`src/rtl/branch_ctrl.sv`:
```
// Conditional-branch sequencer: drives the shared comparator, resolves direction
// and target, checks against a 2-bit-counter BHT and counts mispredicts.
module branch_ctrl #(
    parameter int BHT_IDX = 4,
    parameter int CNT_W   = 16
) (
    input  logic             clk,
    input  logic             rst,
    input  logic             kill,
    input  logic             br_valid,
    output logic             br_ready,
    input  logic [2:0]       br_funct3,
    input  logic [31:0]      br_pc,
    input  logic [31:0]      br_imm,
    input  logic [31:0]      br_rs1,
    input  logic [31:0]      br_rs2,
    input  logic             br_pred,
    input  logic [31:0]      f_pc,
    output logic             f_pred,
    output logic             cmp_un,
    output logic [31:0]      cmp_rr1,
    output logic [31:0]      cmp_rr2,
    input  logic             cmp_beq,
    input  logic             cmp_blt,
    output logic             res_valid,
    output logic             res_taken,
    output logic [31:0]      res_target,
    output logic             res_mispredict,
    output logic             res_illegal,
    output logic [CNT_W-1:0] mispred_cnt
);
    localparam int BHT_N = 1 << BHT_IDX;

    typedef enum logic [1:0] {IDLE, CMP, RES} state_e;

    state_e                     state_q, state_d;
    logic [2:0]                 funct3_q, funct3_d;
    logic [31:0]                pc_q, pc_d;
    logic [31:0]                imm_q, imm_d;
    logic                       pred_q, pred_d;
    logic                       cmp_un_q, cmp_un_d;
    logic [31:0]                cmp_rr1_q, cmp_rr1_d;
    logic [31:0]                cmp_rr2_q, cmp_rr2_d;
    logic                       taken_q, taken_d;
    logic                       illegal_q, illegal_d;
    logic [31:0]                target_q, target_d;
    logic [BHT_N-1:0][1:0]      bht_q, bht_d;
    logic [CNT_W-1:0]           cnt_q, cnt_d;
    logic [BHT_IDX-1:0]         upd_idx, f_idx;
    logic                       accept;
    logic                       unused_f_pc;

    assign br_ready       = (state_q == IDLE) && !kill;
    assign accept         = br_valid && br_ready;
    assign upd_idx        = pc_q[BHT_IDX+1:2];
    assign f_idx          = f_pc[BHT_IDX+1:2];
    assign unused_f_pc    = ^{f_pc[31:BHT_IDX+2], f_pc[1:0]};
    // Reads the registered table, so a same-cycle RES update is not visible yet.
    assign f_pred         = bht_q[f_idx][1];

    assign cmp_un         = cmp_un_q;
    assign cmp_rr1        = cmp_rr1_q;
    assign cmp_rr2        = cmp_rr2_q;
    assign res_valid      = (state_q == RES) && !kill;
    assign res_taken      = taken_q;
    assign res_target     = target_q;
    assign res_mispredict = taken_q ^ pred_q;
    assign res_illegal    = illegal_q;
    assign mispred_cnt    = cnt_q;

    always_comb begin
        state_d   = state_q;
        funct3_d  = funct3_q;
        pc_d      = pc_q;
        imm_d     = imm_q;
        pred_d    = pred_q;
        cmp_un_d  = cmp_un_q;
        cmp_rr1_d = cmp_rr1_q;
        cmp_rr2_d = cmp_rr2_q;
        taken_d   = taken_q;
        illegal_d = illegal_q;
        target_d  = target_q;
        bht_d     = bht_q;
        cnt_d     = cnt_q;

        unique case (state_q)
            IDLE: begin
                if (accept) begin
                    funct3_d  = br_funct3;
                    pc_d      = br_pc;
                    imm_d     = br_imm;
                    pred_d    = br_pred;
                    cmp_un_d  = br_funct3[1];
                    cmp_rr1_d = br_rs1;
                    cmp_rr2_d = br_rs2;
                    state_d   = CMP;
                end
            end
            CMP: begin
                illegal_d = 1'b0;
                unique case (funct3_q)
                    3'b000:         taken_d = cmp_beq;
                    3'b001:         taken_d = !cmp_beq;
                    3'b100, 3'b110: taken_d = cmp_blt;
                    3'b101, 3'b111: taken_d = !cmp_blt;
                    default: begin
                        taken_d   = 1'b0;
                        illegal_d = 1'b1;
                    end
                endcase
                target_d = pc_q + (taken_d ? imm_q : 32'd4);
                state_d  = kill ? IDLE : RES;
            end
            RES: begin
                state_d = IDLE;
                if (!kill && !illegal_q) begin
                    if (taken_q && bht_q[upd_idx] != 2'b11)
                        bht_d[upd_idx] = bht_q[upd_idx] + 2'b01;
                    else if (!taken_q && bht_q[upd_idx] != 2'b00)
                        bht_d[upd_idx] = bht_q[upd_idx] - 2'b01;
                    if ((taken_q ^ pred_q) && cnt_q != {CNT_W{1'b1}})
                        cnt_d = cnt_q + 1'b1;
                end
            end
            default: state_d = IDLE;
        endcase
    end

    always_ff @(posedge clk) begin
        if (rst) begin
            state_q   <= IDLE;
            funct3_q  <= '0;
            pc_q      <= '0;
            imm_q     <= '0;
            pred_q    <= 1'b0;
            cmp_un_q  <= 1'b0;
            cmp_rr1_q <= '0;
            cmp_rr2_q <= '0;
            taken_q   <= 1'b0;
            illegal_q <= 1'b0;
            target_q  <= '0;
            bht_q     <= {BHT_N{2'b01}};
            cnt_q     <= '0;
        end else begin
            state_q   <= state_d;
            funct3_q  <= funct3_d;
            pc_q      <= pc_d;
            imm_q     <= imm_d;
            pred_q    <= pred_d;
            cmp_un_q  <= cmp_un_d;
            cmp_rr1_q <= cmp_rr1_d;
            cmp_rr2_q <= cmp_rr2_d;
            taken_q   <= taken_d;
            illegal_q <= illegal_d;
            target_q  <= target_d;
            bht_q     <= bht_d;
            cnt_q     <= cnt_d;
        end
    end
endmodule

```
`config.mk`:
```
export PLATFORM = sky130hd
export DESIGN_NAME = branch_ctrl
export DESIGN_NICKNAME = d
export VERILOG_FILES = /design/src/rtl/branch_ctrl.sv
export SDC_FILE = /design/constraint.sdc
export NUM_CORES = 1
export LEC_CHECK = 0
export ABC_CLOCK_PERIOD_IN_PS = 5300
export BUFFER_PORTS_ARGS = -buffer_cell sky130_fd_sc_hd__buf_4
export CAP_MARGIN = 20
export CORE_ASPECT_RATIO = 0.75
export CORE_MARGIN = 2
export CORE_UTILIZATION = 50
export DETAILED_ROUTE_END_ITERATION = 12
export PLACE_DENSITY = 0.77
export SYNTH_ARGS = -nofsm -noshare
export SYNTH_HDL_FRONTEND = slang
export SYNTH_SLANG_ARGS = --single-unit
```
`constraint.sdc`:
```
create_clock -name clk -period 5.3 [get_ports clk]
set_input_delay 0.795 -clock clk [delete_from_list [all_inputs] [get_ports clk]]
set_output_delay 0.795 -clock clk [all_outputs]
set_load 0.02 [all_outputs]
```
==> impl_metrics.toml, run 1 <==
[yosys]
yosys_warnings = 0
yosysUniqueCellTypes = 66
syn_inst = 1228
async_flop_share_pct = 0
synth_nets = 1433
yosysSeqAreaShare_pct = 43.32
yosys_register_bits = 216
synth_ff_type = "dfxtp_1"
synth_edf_count = 0
syn_area_per_cell_um2 = 8.129
syn_area_um2 = 9982

[critical_path]
crit_type = "flip-flop to flip-flop"
cp-end-kind = "flip-flop"
worstSetupStartpointType = "flip-flop"
crit_start = "pc_q[2]$_SDFFE_PP0P_"
slowest_stage = "dfxtp_1"
crit_fanout = 16
slowest_delay_ns = 0.83
cp.arrival_ns = 4.64
timing.rr.start = "pc_q[2]$_SDFFE_PP0P_"
path_cells = "mux4_2, mux2_2, o21ai_0, buf_4, inv_1, ha_1, nor2b_1, o21ai_0, inv_1, nand3b_1, or3_1, mux2i_1, nor2_1"
cp_data_required_time_ns = 5.65

[timing]
fmax_ghz = 0.2335
rsz0062_at_grt = "false"
post-route-min-period_ns = 4.282
slew_headroom_pct = 31.90
skew_ns = 0.01169
fin_crit_sh_pct = 80.79
setup_violations = 0
drv_slew = 0
tightestPinTransition_ns = 1.018
setup_ws_ns = 1.018
finalSetupTns_ns = 0
whs_ns = 0.4500
hold_viol_final = 0

[routing]
routed_wirelength_um = 28390
drc_errors = 9
via_count = 9314
first_pass_iters = 9
drt_iter0_markers = 610
viasPerCell = 5.440
drtAntennaViolNets = 0
wire_per_inst_um = 16.58

[finish]
layoutNonFillerInstCount = 1712
fillers = 1666
final_area_um2 = 12830
finish.net_count = 1649
antennaDiodeCount = 0
final_cell_mix = "nand2_1 (347), buf_4 (270), dfxtp_1 (216), a21oi_1 (188), nor2_1 (59)"
drive_above_1_share_pct = 23.51
final_common_cell = "nand2_1"
final_core_util_pct = 65.86
area_delta_synth_final_pct = 28.58

[place]
place_hpwl_um = 20410
dp.cells = 1673
post-place-ws_ns = 1.062
dpl-instance-area_um2 = 12050
portBuffers = 260
gp_congestion = 0.9296

[min_path]
min-delay-start = "imm_q[16]$_SDFFE_PP0P_"
hold_path.class = "flip-flop to flip-flop"

[power]
max-vdd-ir-drop_v = 0.0002546
power_density_nw_per_um2 = 297.3
finalPower_mw = 3.816
p_leak_nw = 5.285

[clock_network]
clk_pin_slew_ns = 0.06
cts.path.max_buffers = 3
cts_sinks = 216
cts_root_buf = "clkbuf_16"
cts_tree = "built"
clk_latency_ns = 0.51
ctsHoldBuffers = 0
cts-resized-gates = 0
htreeDepth = 1
post-cts-setup-buffer-count = 0
cts_made_buffers = 22

[floorplanning]
ioPinCount = 289
dieHeight_um = 126.4
die-area_um2 = 21120
core_um2 = 19490
rows = 44
die_w_um = 167.2
start_util_pct = 51.22

[global_routing]
antenna_found_initial = 0
grt_max_degree = 116
grt_pass1_vias = 8816
grt_use_total_pct = 26.11
grt.overflow.total = 0
grt_pass1_wl_um = 45230

[job]
drv_cap = 0

[outcome]
violations = "design-rule violations"
status = "complete, but fails checks"
## critical path, delay by kind of cell, from the launching register on
| family | cells | cell delay [ns] |
|---|---|---|
| compound gates | 2 | 0.42 |
| buf+inv | 3 | 0.57 |
| fa+ha+maj | 1 | 0.25 |
| simple gates | 4 | 1.02 |
| mux | 3 | 1.04 |
| flops | 1 | 0.83 |
## routing by layer
layer	wire (um)	track usage, %	vias up	part of all wire (%)
met5	0	0	-	0
met4	499	5.371	0	1.8
met3	2288	6.490	29	8.1
met2	12830	41.62	318	45
met1	12770	36.29	4341	45
li1	-	-	4626	-
## sequential cells by signal, indices dropped and copies added, names as in the netlist, named ones only
signal,cells
bht_q,16
cmp_rr1,32
cmp_rr2,32
funct3_q,3
imm_q,32
mispred_cnt,16
pc_q,32
pred_q,1
res_illegal,1
res_taken,1
res_target,32
state_q,2
## final timing paths
path / endpoint / slack [ns] / cells past startpoint
setup reg to reg: bht_q[3]$_SDFFE_PP0P_ / 1.02 / 13
hold reg to reg: imm_q[16]$_SDFFE_PP0P_ / 0.45 / 2
hold / removal: imm_q[16]$_SDFFE_PP0P_ / 0.45 / 2
setup / recovery: bht_q[3]$_SDFFE_PP0P_ / 1.02 / 13
## power by group
group | internal (mW) | total (mW) | leakage [nW] | switching (mW)
registers | 1.68 | 1.71 | 1.76 | 0.0358
clock network | 1.03 | 1.68 | 0.373 | 0.656
logic | 0.182 | 0.423 | 3.16 | 0.241
total | 2.88 | 3.82 | 5.28 | 0.933
## Yosys cell counts (10+ instances only)
master | n | area (um2)
ha_1 | 34 | 425.4
a22o_1 | 13 | 113.9
nor2_1 | 59 | 221.5
a21oi_1 | 189 | 945.9
nand2_1 | 348 | 1306
nor2b_1 | 39 | 244.0
mux4_2 | 14 | 315.3
o21ai_0 | 33 | 165.2
xor2_1 | 19 | 166.4
clkbuf_1 | 73 | 274.0
dfxtp_1 | 216 | 4324
nand4_1 | 10 | 62.56
xnor2_1 | 25 | 219.0
nand3_1 | 22 | 110.1
## cell families (layout without fill, tap and decap cells)
family	count (synthesis)	in the layout	synth area share, %
simple gates	525	525	22.61
compound gates	297	297	18.25
buf+inv	87	318	3.322
mux	24	24	4.174
flops	216	216	43.32
fa+ha+maj	35	35	4.462
xor+xnor	44	44	3.861
## final cells by class
cell class | instances | area (um2) | share of cell area [%]
Multi-Input combinational cell | 925 | 5343 | 41.63
Sequential cell | 216 | 4324 | 33.69
Timing Repair Buffer | 271 | 2038 | 15.88
Clock buffer | 27 | 579.3 | 4.514
Tap cell | 253 | 316.6 | 2.466
Clock inverter | 12 | 203.9 | 1.589
Inverter | 8 | 30.03 | 0.2340
No activity file was read; power rests on OpenSTA's default activity.
==> inputs of run 2 (changes only) <==
- ABC_CLOCK_PERIOD_IN_PS: 5300 -> 4300
- clock period: 5.3 -> 4.3 ns (I/O delays scaled with it)
==> run 2 against run 1 <==
Compared with the run above:
- the flow still finishes with violations (design-rule violations)
- sequential share of layout area shrank 0.069 points
- worst setup slack lost 0.53 ns
- hold slack lost 0.14 ns
- global-route usage grew 0.87 points
- die area is the same
- combinational power grew 26%
- largest cell class unchanged
- clock power grew 21%
- fmax grew 12%
==> impl_metrics.toml, run 2 (synthesized netlist as in run 1, its figures left out) <==
[outcome]
status = "complete, but fails checks"
violations = "design-rule violations"

[routing]
routed_wirelength_um = 29450
drc_errors = 9
via_count = 9411
drt_iter0_markers = 682
viasPerCell = 5.484
drtAntennaViolNets = 0
first_pass_iters = 9
wire_per_inst_um = 17.16

[min_path]
hold_path.class = "input port to flip-flop"
min-delay-start = "kill"

[place]
place_hpwl_um = 21050
gp_congestion = 0.9028
portBuffers = 260

[global_routing]
grt_pass1_wl_um = 46200
grt_use_total_pct = 26.98
grt_max_degree = 102
grt.overflow.total = 0
antenna_found_initial = 0
grt_pass1_vias = 8884

[power]
p_leak_nw = 5.308
p_switching_mw = 1.166
seqPwrFrac_pct = 45.1
intPower_mw = 3.506
p_clk_share_pct = 43.5
pwr-share-comb_pct = 11.4
max-vdd-ir-drop_v = 0.0003369
swShare_pct = 24.96
power_density_nw_per_um2 = 363.3
finalPower_mw = 4.673

[clock_network]
ctsHoldBuffers = 0
cts-resized-gates = 0
clk_latency_ns = 0.52
cts_root_buf = "clkbuf_16"
htreeDepth = 1
cts.path.max_buffers = 3
cts_sinks = 216
post-cts-setup-buffer-count = 0
cts_made_buffers = 23
clk_pin_slew_ns = 0.06
cts_tree = "built"

[critical_path]
crit_fanout = 12
worstSetupStartpointType = "flip-flop"
cp-end-kind = "flip-flop"
path_delay_family = "multiplexers"
crit_type = "flip-flop to flip-flop"
slowest_stage = "dfxtp_1"
crit_start = "pc_q[2]$_SDFFE_PP0P_"
timing.rr.start = "pc_q[2]$_SDFFE_PP0P_"
path_cells = "mux4_2, mux2_2, o21ai_0, inv_1, ha_1, nor2b_1, o21ai_0, inv_1, nand3_1, buf_4, nor2_1, nor2b_1, a211o_1"
worst-path-buf-inv = 3
cp_data_required_time_ns = 4.71
slowest_delay_ns = 0.70
cp.arrival_ns = 4.22

[timing]
drv_slew = 0
finalSetupTns_ns = 0
tightestPinTransition_ns = 1.058
setup_violations = 0
slew_headroom_pct = 29.43
fin_crit_sh_pct = 88.67
hold_viol_final = 0
rsz0062_at_grt = "false"
post-route-min-period_ns = 3.813
fmax_ghz = 0.2623
skew_ns = 0.01759

[floorplanning]
ioPinCount = 289
start_util_pct = 51.22
dieHeight_um = 126.4
die-area_um2 = 21120
rows = 44
core_um2 = 19490
die_w_um = 167.2

[finish]
final_cell_mix = "nand2_1 (347), buf_4 (272), dfxtp_1 (216), a21oi_1 (188), nor2_1 (59)"
finish.net_count = 1653
antennaDiodeCount = 0
final_common_cell = "nand2_1"
drive_above_1_share_pct = 23.65
area_delta_synth_final_pct = 28.84

[job]
drv_cap = 0
run 2: layout make-up:
| class | count | area (um2) |
|---|---|---|
| clock inverters | 6 | 97.59 |
| repair buffers | 274 | 2073 |
| well taps | 253 | 316.6 |
| fillers | 1679 | 6628 |
| clock buffers | 34 | 676.9 |
| multi-input cells | 925 | 5343 |
| flip-flops and latches | 216 | 4324 |
| inverters | 8 | 30.03 |
run 2: worst paths after layout:
check | endpoint | slack, ns | cells after the start
max | flip-flop | 0.49 | 13
min | state_q[1]$_SDFFE_PP0P_ | 0.31 | 2
max reg2reg | flip-flop | 0.49 | 13
min reg2reg | imm_q[11]$_SDFFE_PP0P_ | 0.45 | 2
run 2: per-stage QoR:
step                      setup WS, ns  hold WS [ns]  utilization (%)  instance area (um2)  instances
final                           0.4873        0.3111            65.99                12860       1716
after global routing            0.2528        0.2945            65.99                12860       1716
after global placement          0.5279        0.4383            62.02                12090       1676
after detailed placement        0.4413        0.4422            62.02                12090       1676
after CTS                       0.5504        0.2949            65.99                12860       1716
after floorplan                 0.6524        0.4316                -                 9982       1228
run 2: power by group through the flow:
stage | clock network, mW | registers, mW | logic [mW]
after detailed placement | 0 | 2.15 | 0.527
final | 2.03 | 2.11 | 0.532
after global routing | 2.16 | 2.11 | 0.579
after floorplan | 0 | 2.18 | 0.254
after CTS | 2.06 | 2.11 | 0.531
after global placement | 0 | 2.15 | 0.523
run 2: per-layer routing:
| metal | up-vias | global-route usage (%) | wire length (um) |
|---|---|---|---|
| met5 | - | 0 | 0 |
| met4 | 0 | 7.161 | 745 |
| met3 | 51 | 6.708 | 2395 |
| met2 | 353 | 43.42 | 13430 |
| met1 | 4379 | 36.55 | 12880 |
| li1 | 4628 | - | - |
